**src/rtl/fifo_arb_pkg.sv**
```systemverilog
// Shared types and helpers for the FIFO write arbiter.
// Burst grants are enabled by defining FIFO_ARB_BURST_EN.
package fifo_arb_pkg;

  typedef enum logic {
    ARB_IDLE  = 1'b0,
    ARB_BURST = 1'b1
  } arb_state_t;

  // Index width for a requester count; never narrower than one bit.
  localparam int MIN_IDX_W = 1;

  function automatic int idx_w(input int n);
    return (n > 1) ? $clog2(n) : MIN_IDX_W;
  endfunction

endpackage

```
**src/rtl/fifo_rr_pick.sv**
```systemverilog
// Combinational round-robin search: first set bit of valid at or above ptr,
// wrapping modulo NUM_REQ.
module fifo_rr_pick
  import fifo_arb_pkg::*;
#(
  parameter int NUM_REQ = 4,
  parameter int IW      = idx_w(NUM_REQ)
) (
  input  logic [NUM_REQ-1:0] valid,
  input  logic [IW-1:0]      ptr,
  output logic               found,
  output logic [IW-1:0]      idx
);

  logic [IW:0] pos;

  // One extra bit on pos so ptr+k never overflows before the wrap.
  always_comb begin
    found = 1'b0;
    idx   = '0;
    pos   = '0;
    for (int k = 0; k < NUM_REQ; k++) begin
      pos = {1'b0, ptr} + (IW+1)'(k);
      if (pos >= (IW+1)'(NUM_REQ)) pos = pos - (IW+1)'(NUM_REQ);
      if (!found && valid[pos[IW-1:0]]) begin
        found = 1'b1;
        idx   = pos[IW-1:0];
      end
    end
  end

endmodule

```
**src/rtl/fifo_wr_arbiter.sv**
```systemverilog
// Round-robin arbiter sharing one FIFO write port among NUM_REQ producers.
// FIFO_ARB_BURST_EN: grants last up to MAX_BURST beats; otherwise one beat.
module fifo_wr_arbiter
  import fifo_arb_pkg::*;
#(
  parameter int NUM_REQ   = 4,
  parameter int DATA_W    = 8,
  parameter int MAX_BURST = 4
) (
  input  logic                      clk,
  input  logic                      rst,
  input  logic [NUM_REQ-1:0]        req_valid,
  input  logic [NUM_REQ*DATA_W-1:0] req_data,
  output logic [NUM_REQ-1:0]        req_ready,
  input  logic                      fifo_full,
  output logic                      fifo_wr,
  output logic [DATA_W-1:0]         fifo_din,
  output logic [$clog2(NUM_REQ)-1:0] grant_id,
  output logic                      busy
);

  localparam int IW = idx_w(NUM_REQ);

  arb_state_t       state;
  logic [IW-1:0]    owner;
  logic [IW-1:0]    rr_ptr;
  logic [IW-1:0]    next_rr;
  logic             pick_found;
  logic [IW-1:0]    pick_idx;
  logic             own_valid;
  logic [DATA_W-1:0] own_data;
  logic             last_beat;

`ifdef FIFO_ARB_BURST_EN
  localparam int CW = $clog2(MAX_BURST + 1);
  logic [CW-1:0] beat_cnt;
  assign last_beat = (beat_cnt == CW'(MAX_BURST - 1));
`else
  assign last_beat = 1'b1;
`endif

  fifo_rr_pick #(
    .NUM_REQ (NUM_REQ),
    .IW      (IW)
  ) u_pick (
    .valid (req_valid),
    .ptr   (rr_ptr),
    .found (pick_found),
    .idx   (pick_idx)
  );

  assign busy     = (state == ARB_BURST);
  assign grant_id = owner;
  assign next_rr  = (owner == IW'(NUM_REQ - 1)) ? '0 : owner + IW'(1);

  // Handshake: a beat moves on a posedge where req_valid[i] and req_ready[i]
  // are both high; fifo_wr is exactly that condition for the owner.
  // Control depends only on state, req_valid and fifo_full, never on data.
  always_comb begin
    own_valid = req_valid[owner];
    own_data  = '0;
    for (int i = 0; i < NUM_REQ; i++) begin
      if (owner == IW'(i)) own_data = req_data[i*DATA_W +: DATA_W];
    end
    req_ready = '0;
    fifo_wr   = 1'b0;
    fifo_din  = '0;
    if (busy) begin
      req_ready[owner] = ~fifo_full;
      fifo_wr          = own_valid & ~fifo_full;
      fifo_din         = own_data;
    end
  end

  always_ff @(posedge clk or posedge rst) begin
    if (rst) begin
      state  <= ARB_IDLE;
      owner  <= '0;
      rr_ptr <= '0;
`ifdef FIFO_ARB_BURST_EN
      beat_cnt <= '0;
`endif
    end else begin
      case (state)
        ARB_IDLE: begin
          // A full FIFO does not hold off the grant; the burst simply stalls.
          if (pick_found) begin
            owner <= pick_idx;
            state <= ARB_BURST;
`ifdef FIFO_ARB_BURST_EN
            beat_cnt <= '0;
`endif
          end
        end
        ARB_BURST: begin
          if (!own_valid) begin
            state  <= ARB_IDLE;
            rr_ptr <= next_rr;
          end else if (fifo_wr) begin
            if (last_beat) begin
              state  <= ARB_IDLE;
              rr_ptr <= next_rr;
            end
`ifdef FIFO_ARB_BURST_EN
            beat_cnt <= beat_cnt + CW'(1);
`endif
          end
        end
        default: state <= ARB_IDLE;
      endcase
    end
  end

endmodule
```
**config.mk**
```make
export PLATFORM = sky130hd
export DESIGN_NAME = fifo_wr_arbiter
export DESIGN_NICKNAME = d
export VERILOG_FILES = /design/src/rtl/fifo_arb_pkg.sv /design/src/rtl/fifo_rr_pick.sv /design/src/rtl/fifo_wr_arbiter.sv
export SDC_FILE = /design/constraint.sdc
export NUM_CORES = 1
export LEC_CHECK = 0
export ABC_AREA = 1
export BUFFER_PORTS_ARGS = -buffer_cell sky130_fd_sc_hd__buf_2
export CORE_ASPECT_RATIO = 0.75
export CORE_UTILIZATION = 46
export CTS_CLUSTER_SIZE = 40
export DETAILED_ROUTE_END_ITERATION = 8
export HOLD_SLACK_MARGIN = 0.03
export MAX_ROUTING_LAYER = met4
export PLACE_DENSITY_LB_ADDON = 0.25
export SYNTH_ARGS = -nofsm -noshare
export SYNTH_HDL_FRONTEND = slang
export SYNTH_SLANG_ARGS = --single-unit
```
**constraint.sdc**
```tcl
create_clock -name clk -period 3.9 [get_ports clk]
set_input_delay 0.585 -clock clk [delete_from_list [all_inputs] [get_ports clk]]
set_output_delay 0.585 -clock clk [all_outputs]
set_load 0.005 [all_outputs]
```
* After elaboration in Yosys (flattened, before gate mapping)
Cells that the tools add are included.
** Storage, ports and cells
- Bits in registers :: 5
- Latch bits :: 0
- Bits in writable memories :: 0
- Memory bits (read-only) :: 0
- Input port bits :: 39
- Output and inout port bits :: 16
- Logic and storage cells :: 77
- Memories kept :: 0
** Cells by class
- $add $sub $neg :: 8
- $mul :: 0
- Divide/modulo/power cells :: 0
- Magnitude comparators :: 10
- Eq/ne operators :: 4
- Shifts and indexed selects :: 0
- Mux-type cells :: 38
- Bitwise operators :: 4
- Reductions and logical operators :: 10
** Operators with widths (number)
- 8-bit 2-to-1 mux :: 5
- 2-bit 2-to-1 mux :: 11
- 2-bit by 3-bit less-than comparator with 1-bit output (second input constant) :: 5
- 1-bit 2-to-1 mux :: 14
- 1-bit binary-select mux with 2-bit select :: 5
- 3-bit >= comparator (second input constant) :: 3
- 2-bit by 1-bit subtractor with 2-bit output (second input constant) :: 4
- 2-bit by 2-bit adder with 3-bit output (second input constant) :: 2
- 4-bit AND :: 1
- 2-bit equality test (second input constant) :: 2
- 1-bit logical AND :: 4
- 4-bit 2-to-1 mux :: 1
- 2-bit AND reduction :: 2
- 2-bit by 1-bit adder with 3-bit output (second input constant) :: 1
- 2-bit by 3-bit >= comparator with 1-bit output (second input constant) :: 1
- 1-bit zero test :: 3
- 2-bit by 1-bit adder with 2-bit output (second input constant) :: 1
- 1-bit demux with 2-bit select :: 1
- 2-bit by 1-bit equality test with 1-bit output (second input constant) :: 1
- 2-bit by 1-bit >= comparator with 1-bit output (second input constant) :: 1
- 2-bit zero test :: 1
- 2-bit inequality test (second input constant) :: 1
- 1-bit inverter :: 2
- 1-bit case mux with 2 select lines :: 1
- 1-bit AND :: 1

* Logic depth before layout (Yosys ltp)
Gate-level depths: netlist (run 1).
- Depth after elaboration :: 16
- Depth in mapped cells :: 11
- Gate-level depth less buffers :: 11

* By module
A second synthesis (run 1) with hierarchy kept.
** Unflattened totals
- Cells, all modules :: 158
- Area, all modules :: 913.4 µm²
** Modules (own cells, without submodules)
- fifo_wr_arbiter :: instances 1, cells each 99, area each 594.3 µm²
- fifo_rr_pick :: instances 1, cells each 59, area each 319.1 µm²

* Worst setup path after synthesis (run 1)
OpenSTA, ideal clock, no wires.
- Path type :: reg-to-output
- Start point :: register owner[0] (netlist: grant_id[0])
- End point :: output fifo_din[0]
- Data arrival time :: 1.395 ns
- Data required time :: 3.315 ns
- Slack :: 1.920 ns
- Stages on the path, launching flop included :: 8
- Buffers on the path :: 1
- Cells stage by stage :: dfrtp_1 inv_1 ha_1 clkbuf_1 a21oi_1 o21ai_0 o21ai_0 a21oi_1
** On the way
- Longest elaborated chain between the ends :: 6
- Elaborated cells on any way between the ends :: 9
** Ends and longest elaborated chain
- start, declared :: line fifo_wr_arbiter.sv:25 : logic [IW-1:0] owner;
- start signal, assigned :: line fifo_wr_arbiter.sv:88 : owner <= pick_idx;
- 2-bit zero test :: line fifo_wr_arbiter.sv:63 : if (owner == IW'(i)) own_data = req_data[i*DATA_W +: DATA_W];
- 8-bit 2-to-1 mux (3 in a row) :: line fifo_wr_arbiter.sv:63
- 8-bit 2-to-1 mux * :: line fifo_wr_arbiter.sv:63
- 8-bit 2-to-1 mux * :: line fifo_wr_arbiter.sv:68 : if (busy) begin
- end, declared :: line fifo_wr_arbiter.sv:17 : output logic [DATA_W-1:0] fifo_din,
Mark *: on every way between the ends. The rest lies on a longest branch, timed or not.

* Worst setup path after layout (run 1)
- Start point :: register owner[1] (netlist: grant_id[1])
- End point :: output fifo_din[2]
The elaborated chain is that of the path after synthesis.

==> metrics.md, run 1 <==
| Metric | Value |
|---|---|
| CTS Hold Bufs | 0 |
| Actual slew at the worst max-slew pin | 0.500 ns |
| Vias in the first global route | 916 |
| Core ar. | 1770 um2 |
| Initial core utilization | 50.0% |
| Gr usage total | 26.1% |
| Synth top area cells | nand2_1 (19%), o21ai_0 (15%), dfrtp_1 (14%), a21oi_1 (9.0%), nor2_1 (6.3%) |
| Leading area contributor after synthesis | nand2_1 |
| Wire per inst | 11.4 um |
| Register area share after synthesis | 14.1% |
| RSZ-0062 raised after global routing | no |
| Synth cell types | 24 |
| Leakage | 0.688 nW |
| Startpoint types | flip-flop |
| Pwr Density | a little under 800 nW/um2 |
| Row count | 13 |
| HP Class | in2async |
| Fin. max-slew vios | 0 |
| Final Hold Viols | 0 |
| DR pass1 iterations | 4 |
| Drc violations | 0 |
| Total of max-cap violations | 0 |
| Share of cells above drive strength 1 | 33.8% |
| Synthesized cell area | slightly below 900 um2 |
| Post-CTS resize count | 0 |
| Top cell type's share of synthesized area | 19.0% |
| Via density per instance | 5.25 |
| Clock slew at reported path FFs | around 0.05 ns |
| Synthesized area per cell | 5.48 um2 |
| Pint | 398 uW |
| PortBufs | 54 |
| Max incr delay on CP | 0.44 ns |
| Arrival @ worst endpoint | roughly 2.1 ns |
| Area Overhead vs Synth | 31.9% |
| Initial antenna violation count | 0 |
| Run status | complete, no violations |
| First-pass GRT wire length | 3.88 mm |
| Fmax | 376 MHz |
| Switching share of power | 57.1% |
| Logic pwr share | 77.7% |
| Setup Skew | 0.00946 ns |
| CP Max Fanout | 9 |
| # clock sinks | 5 |
| Die width | 52.7 um |
| WL final | between 2 and 3 mm |
| Post-DP HPWL | 2.11 mm |
| CTS root buffer | clkbuf_4 |
| Worst-Skew Late Latency | between 0.2 and 0.3 ns |
| CTS tree | yes |
| Antenna viol nets, final | 0 |
| CP most frequent cell | o21ai_0 |
| Max VDD drop | 0.533 mV |
| FF+latch count, synth | 5 |
| Clock power share | under 10% |
| Die height | 40.0 um |
| CTS H-tree depth | 1 |
| CP Capture Type | output port |
| Switching power | ~530 uW |
| Grt ovf | 0 |
| Worst-path cell chain | inv_1 > ha_1 > clkinv_1 > nor2_1 > o21ai_0 > o21ai_0 > a21oi_1 > buf_2 |
| Worst path slowest cell | dfrtp_1 |
| Sequential fraction of design power | 15.5% |
| Worst slack, placed | 1.59 ns |
| Largest net degree at the start of global routing | 19 |
| Final Cycle Share | 68.2% |
| Final setup viols | 0 |
| WS Path Type | reg2out |
| Antenna diodes | 0 |
| Post-CTS Setup Bufs | 0 |
| Setup ws final | 1.24 ns |
| GPL Wtd Cong | 0.914 |
| Die footprint | 2110 um2 |
| Total power | 926 uW |
| Ys Warns | 0 |
| 1st-iter DRT viols | 34 |
| Setup tns final | 0 ns |
| Vias | 1233 |
| TritonCTS Buffers | 3 |
| Final nets | 257 |
| WP data required | 3.31 ns |
| I/O Pins | 55 |
| Clock Tree Buf Depth | 2 |
| Post-Syn Instances | 162 |
| Crit path time final | 2.66 ns |
| Post-Syn Nets | 205 |
| WHS | 0.231 ns |
| # fillers | 186 |
| Max-slew headroom | between 60% and 70% |
-- layout make-up --
class,count,area (um2),area share [%]
multi-input combinational,130,646,55.2
timing repair buffer,54,270,23.1
sequential,5,125,10.7
inverter,20,75.1,6.42
tap,22,27.5,2.35
clock buffer,4,26.3,2.25
-- registers in the layout, summed over array words and instances (netlist names) --
name and flops:
rr_ptr 2, grant_id 2, busy 1
-- cells in the final DEF (no fill, tap or decap) --
cell type | netlist | final
nand3_1 | 7 | 7
nand2_1 | 45 | 45
clkbuf_1 | 2 | 1
inv_2 | 4 | 4
nor2_2 | 1 | 1
clkbuf_4 | 0 | 3
nand2_2 | 5 | 5
a21oi_1 | 16 | 16
buf_2 | 3 | 54
inv_1 | 14 | 14
dfrtp_1 | 5 | 5
nor2_1 | 15 | 15
clkinv_1 | 2 | 2
and2_1 | 1 | 1
o21ai_0 | 26 | 26
a31oi_1 | 1 | 1
nand4_1 | 1 | 1
nand3_2 | 3 | 3
ha_1 | 4 | 4
or2_1 | 1 | 1
nand2_4 | 1 | 1
nor2_4 | 1 | 1
o21ai_1 | 2 | 2
-- synth_stat cells (all sizes together) --
| library cell | count |
|---|---|
| a21oi | 16 |
| a31oi | 1 |
| and2 | 1 |
| buf | 5 |
| clkbuf | 2 |
| clkinv | 2 |
| dfrtp | 5 |
| ha | 4 |
| inv | 18 |
| nand2 | 51 |
| nand3 | 10 |
| nand4 | 1 |
| nor2 | 17 |
| o21ai | 28 |
| or2 | 1 |
-- per-stage QoR --
stage	std cells	cell area, um2	utilization (%)
after floorplan	162	887	-
after global placement	231	1140	64.5
after detailed placement	231	1140	64.5
after CTS	235	1170	66.0
after global routing	235	1170	66.0
final	235	1170	66.0
-- per-layer routing --
metal	wire length [um]	vias to the layer above	global-route usage [%]
li1	-	628	-
met1	1300	549	36.8
met2	1200	50	38.9
met3	158	6	4.17
met4	23	0	5.26
met5	0	-	-
-- power by group through the flow --
stage	clock, mW	combinational (mW)	sequential (mW)
after floorplan	0	0.558	0.109
after global placement	0	0.691	0.137
after detailed placement	0	0.707	0.141
after CTS	0.0653	0.716	0.141
after global routing	0.0706	0.830	0.150
final	0.0632	0.720	0.143
-- cells by family (layout without fill, tap and decap cells) --
logic type	count (synthesis)	in the layout	share of synthesized area (%)
and+or+nand+nor	81	81	41.6
buffers and inverters	27	78	13.1
adders and majority gates	4	4	5.64
AOI/OAI and AO/OA	45	45	25.5
DFF	5	5	14.1
-- critical path: cells and delay by family, from the launching register on --
family          cells  cell delay, ns
buf+inv             3            0.57
flops               1            0.44
fa+ha+maj           1            0.34
compound gates      3            0.34
simple gates        1            0.14
-- worst paths after layout --
| path | depth (start not counted) | to | slack, ns | start |
|---|---|---|---|---|
| setup / recovery | 8 | fifo_din[2] | 1.24 | grant_id[1] |
| hold / removal | 2 | busy | 0.23 | rst |
| setup reg to reg | 11 | grant_id[1] | 2.28 | rr_ptr[0] |
| hold reg to reg | 2 | grant_id[1] | 0.62 | grant_id[1] |
| max in group asynchronous | 2 | rr_ptr[0] | 3.48 | rst |
| min in group clk | 2 | grant_id[1] | 0.62 | grant_id[1] |
Power figures use the tool's default switching activity.
==> run 2, diff against run 1 <==
Settings changed: CORE_UTILIZATION 46 to 38.
Clock period 3.9 ns to 2.3 ns, I/O delays scaled along.
==> run 2 against run 1 <==
The run now ends with design-rule violations left. Sequential cell count unchanged. Sequential share of layout area down 0.22 points. Total power up 82%. Largest cell class unchanged.
==> metrics.md, run 2 (same netlist as run 1, synthesis figures left out) <==
| Metric | Value |
|---|---|
| I/O Pins | 55 |
| Logic pwr share | 79.3% |
| Pwr Density | roughly 1400 nW/um2 |
| First-pass GRT wire length | 4.66 mm |
| Pint | 728 uW |
| Commonest non-fill, non-tap cell in the layout | buf_2 |
| CP Max Fanout | 8 |
| Fin. max-slew vios | 0 |
| Grt ovf | 0 |
| Switching share of power | 56.8% |
| Clock power share | 6.3% |
| Final Hold Viols | 0 |
| WS Path Type | reg2out |
| CTS tree | yes |
| Share of cells above drive strength 1 | 37.5% |
| Most frequent cells in the layout | buf_2 (54), nand2_1 (45), o21ai_0 (22) |
| Failing checks | design-rule violations |
| Gr usage total | 25.1% |
| Initial antenna violation count | 0 |
| Via density per instance | 5.05 |
| CTS H-tree depth | 1 |
| Crit path time final | 2.21 ns |
| Setup ws final | 0.0946 ns |
| Run status | finished, violations left |
| Clock Tree Buf Depth | 2 |
| Post-route design area | 1220 um2 |
| Final core occ | approximately 58% |
| Die footprint | about 2500 um2 |
| Row count | 14 |
| Fmax | 453 MHz |
| Worst slack, placed | 0.261 ns |
| CP Capture Type | output port |
| Area Overhead vs Synth | 37.4% |
| Final nets | 260 |
| Worst-Skew Late Latency | about 0.25 ns |
| TritonCTS Buffers | 3 |
| Startpoint types | flip-flop |
| DR pass1 iterations | 6 |
| Max-slew headroom | 70.1% |
| Clock slew at reported path FFs | roughly 0.040 ns |
| CTS root buffer | clkbuf_4 |
| Total power | around 1.7 mW |
| Setup Skew | just under 0.003 ns |
| Fin cells | 240 |
| Post-DP Area | 1150 um2 |
| Antenna diodes | 0 |
| WL final | 2.82 mm |
| GPL Wtd Cong | 0.969 |
| Drc violations | 1 |
| Final setup viols | 0 |
| Arrival @ worst endpoint | 1.86 ns |
| PortBufs | between 50 and 60 |
| Post-DP HPWL | ~2.2 mm |
| Actual slew at the worst max-slew pin | 0.448 ns |
| Final Cycle Share | 95.9% |
| WP data required | 1.96 ns |
| Die height | around 44 um |
| Leakage | 0.699 nW |
| Vias in the first global route | approximately 1.0k |
| Max VDD drop | 0.666 mV |
| Total of max-cap violations | 0 |
| Antenna viol nets, final | 0 |
| Die width | 57.8 um |
| Vias | 1212 |
| HP Class | in2async |
| Inst Count DP | 234 |
| Largest net degree at the start of global routing | 19 |
| Wire per inst | 11.7 um |
| Switching power | 957 uW |
| 1st-iter DRT viols | 64 |
| Sequential fraction of design power | between 10% and 20% |
| Core ar. | between 2000 and 2500 um2 |
| Initial core utilization | 42.2% |
| # clock sinks | 5 |
## run 2: worst max-delay path, cell delays in order, from the launching register on
cell     delay, ns
dfrtp_2       0.45
inv_2         0.11
ha_1          0.20
buf_4         0.17
a21oi_1       0.05
o21ai_0       0.22
o21ai_0       0.15
a21oi_1       0.14
buf_2         0.13
## run 2: per-stage QoR
step / hold WS (ns) / TNS [ns]
2_1_floorplan: 0.124 / 0
3_3_place_gp: 0.242 / 0
3_5_place_dp: 0.251 / 0
4_1_cts: 0.519 / 0
5_1_grt: 0.551 / -0.0148
6_report: 0.522 / 0
## run 2: repair_timing
item / in CTS / in global routing
cloned: 0 / 0
endpoints found under the hold margin: 5 / 0
buffers inserted: 0 / 1
setup endpoints to repair: 2 / 8
gates resized for setup: 1 / 12
hold buffers: 1 / 0
## run 2: cell type report
class                      count  area (um2)
clock buffer                   4        26.3
inverter                      20        81.3
sequential                     5         128
timing repair buffer          57         295
fill                         207         883
tap                           24        30.0
multi-input combinational    130         658
## run 2: metal layers
metal	up-vias	GRT usage (%)	routed length [um]
met5	-	-	0
met4	0	8.10	44
met3	7	5.37	214
met2	47	34.7	1160
met1	523	36.0	1400
li1	635	-	-
## run 2: worst paths after layout
check	cells past startpoint	endpoint	startpoint	slack (ns)
worst max-delay path	8	fifo_din[7]	grant_id[1]	0.09
worst min-delay path	3	rr_ptr[1]	rst	0.52
worst max register to register	11	grant_id[1]	rr_ptr[0]	0.68
worst min register to register	2	grant_id[1]	grant_id[1]	0.58
max in group asynchronous	3	grant_id[1]	rst	1.60
min in group clk	2	grant_id[1]	grant_id[1]	0.58
## run 2: power by group through the flow
stage                     combinational (mW)  clock [mW]  sequential (mW)
after global routing                    1.52       0.118            0.254
after detailed placement                1.24           0            0.230
final                                   1.34       0.107            0.241
after global placement                  1.23           0            0.226
after floorplan                        0.946           0            0.185
after CTS                               1.26       0.112            0.230
==> run 3, diff against run 2 <==
--- a/constraint.sdc
+++ b/constraint.sdc
@@ -3,2 +3,2 @@
 set_output_delay 0.345 -clock clk [all_outputs]
-set_load 0.005 [all_outputs]
+set_load 0.05 [all_outputs]
==> run 3 against run 2 <==
Largest cell class unchanged. Via count grew 3.3%. Non-clock buffer count grew 1. Critical path depth shrank 1. Count of clock-buffer cells in the layout shrank 1. The flow still finishes with violations (design-rule violations). Worst hold slack lost 0.016 ns. Wire length grew 15%.
==> metrics.md, run 3 (same netlist as run 1, synthesis figures left out) <==
| Metric | Value |
|---|---|
| Vias in the first global route | 1083 |
| Antenna viol nets, final | 0 |
| WL final | 3.24 mm |
| 1st-iter DRT viols | 74 |
| CTS H-tree depth | 1 |
| I/O Pins | 55 |
| Run status | finished, violations left |
| First-pass GRT wire length | 4.80 mm |
| Fmax | 449 MHz |
| DR pass1 iterations | 6 |
| Via density per instance | slightly above 5 |
| Drc violations | 2 |
| Final core occ | between 60 and 70% |
| Initial antenna violation count | 0 |
| Largest net degree at the start of global routing | 18 |
| Row count | 14 |
| Arrival @ worst endpoint | 1.88 ns |
| HP Class | in2async |
| Startpoint types | flip-flop |
| Clock Tree Buf Depth | 2 |
| Initial core utilization | 42.2% |
| WS Path Type | reg2out |
| TritonCTS Buffers | 3 |
| Die width | 57.8 um |
| Worst-Skew Late Latency | between 0.2 and 0.3 ns |
| Wire per inst | 13.4 um |
| Max-slew headroom | 71.4% |
| Setup Skew | 0.0131 ns |
| Grt ovf | 0 |
| Fin. max-slew vios | 0 |
| # clock sinks | 5 |
| Setup tns final | 0 ns |
| Failing checks | design-rule violations |
| Die height | 43.8 um |
| Gr usage total | a little over a quarter |
| Commonest non-fill, non-tap cell in the layout | buf_2 |
| Crit path time final | 2.23 ns |
| Core ar. | 2100 um2 |
| Total of max-cap violations | 0 |
| Actual slew at the worst max-slew pin | 0.425 ns |
| Post-DP HPWL | 2.59 mm |
| Vias | 1252 |
| PortBufs | 54 |
| Most frequent cells in the layout | buf_2 (46), nand2_1 (45), o21ai_0 (20) |
| GPL Wtd Cong | 0.894 |
| Final Cycle Share | 96.8% |
| Area Overhead vs Synth | 54.2% |
| Antenna diodes | 0 |
| Share of cells above drive strength 1 | 42.9% |
| WP data required | 1.96 ns |
| RSZ-0062 raised after global routing | no |
| Final setup viols | 0 |
| Die footprint | 2530 um2 |
| CTS tree | yes |
| Final nets | 261 |
| # fillers | 202 |
| CTS root buffer | clkbuf_4 |
| Post-CTS Setup Bufs | 0 |
| Clock slew at reported path FFs | around 0.06 ns |
| CP Max Fanout | 9 |
| CP Capture Type | output port |
| Final Hold Viols | 0 |
==> run 3: final timing paths <==
check | start | end | slack (ns) | cells past startpoint
max | grant_id[0] | fifo_din[7] | 0.07 | 7
max in group asynchronous | rst | grant_id[1] | 1.58 | 3
max reg2reg | rr_ptr[0] | grant_id[1] | 0.64 | 11
min in group clk | grant_id[0] | grant_id[0] | 0.62 | 2
min reg2reg | grant_id[0] | grant_id[0] | 0.62 | 2
min | rst | busy | 0.51 | 3
==> run 3: critical path, stage by stage (launching register included) <==
cell	delay, ns
dfrtp_2	0.47
inv_2	0.13
ha_4	0.20
a21oi_1	0.07
o21ai_0	0.16
o21ai_0	0.21
a21oi_4	0.15
buf_4	0.21
==> run 3: cell type report <==
type,instances,area (um2),area share (%)
clock buffer,3,22.5,1.65
clock inverter,1,5.00,0.366
inverter,20,78.8,5.76
multi-input combinational,130,764,55.9
sequential,5,128,9.33
tap,24,30.0,2.20
timing repair buffer,58,339,24.8
==> run 3: through the flow <==
step           hold WS, ns  cell area, um2  setup WS (ns)  cells
6_report             0.506            1370         0.0733    241
5_1_grt              0.541            1370         0.0176    241
4_1_cts              0.513            1340        -0.0285    241
3_5_place_dp         0.256            1270         0.0492    236
3_3_place_gp         0.241            1270          0.139    236
2_1_floorplan        0.123             980         0.0824    162
==> run 3: per-layer routing <==
metal,vias up,share of wire (%),track usage [%]
met5,-,0,-
met4,0,1.0,7.14
met3,4,7.4,2.99
met2,60,45,40.5
met1,554,46,36.1
li1,634,-,-
==> run 3: repair_timing <==
action | CTS | global route
hold buffers | 1 | 0
endpoints found under the hold margin | 5 | 0
gates resized for setup | 13 | 12
endpoints found under the setup margin | 8 | 8
cloned | 0 | 0
Power of run 3 is left out: the tool's default activity adds up to more than one toggle a clock period on the data nets, which glitch-free logic cannot reach.
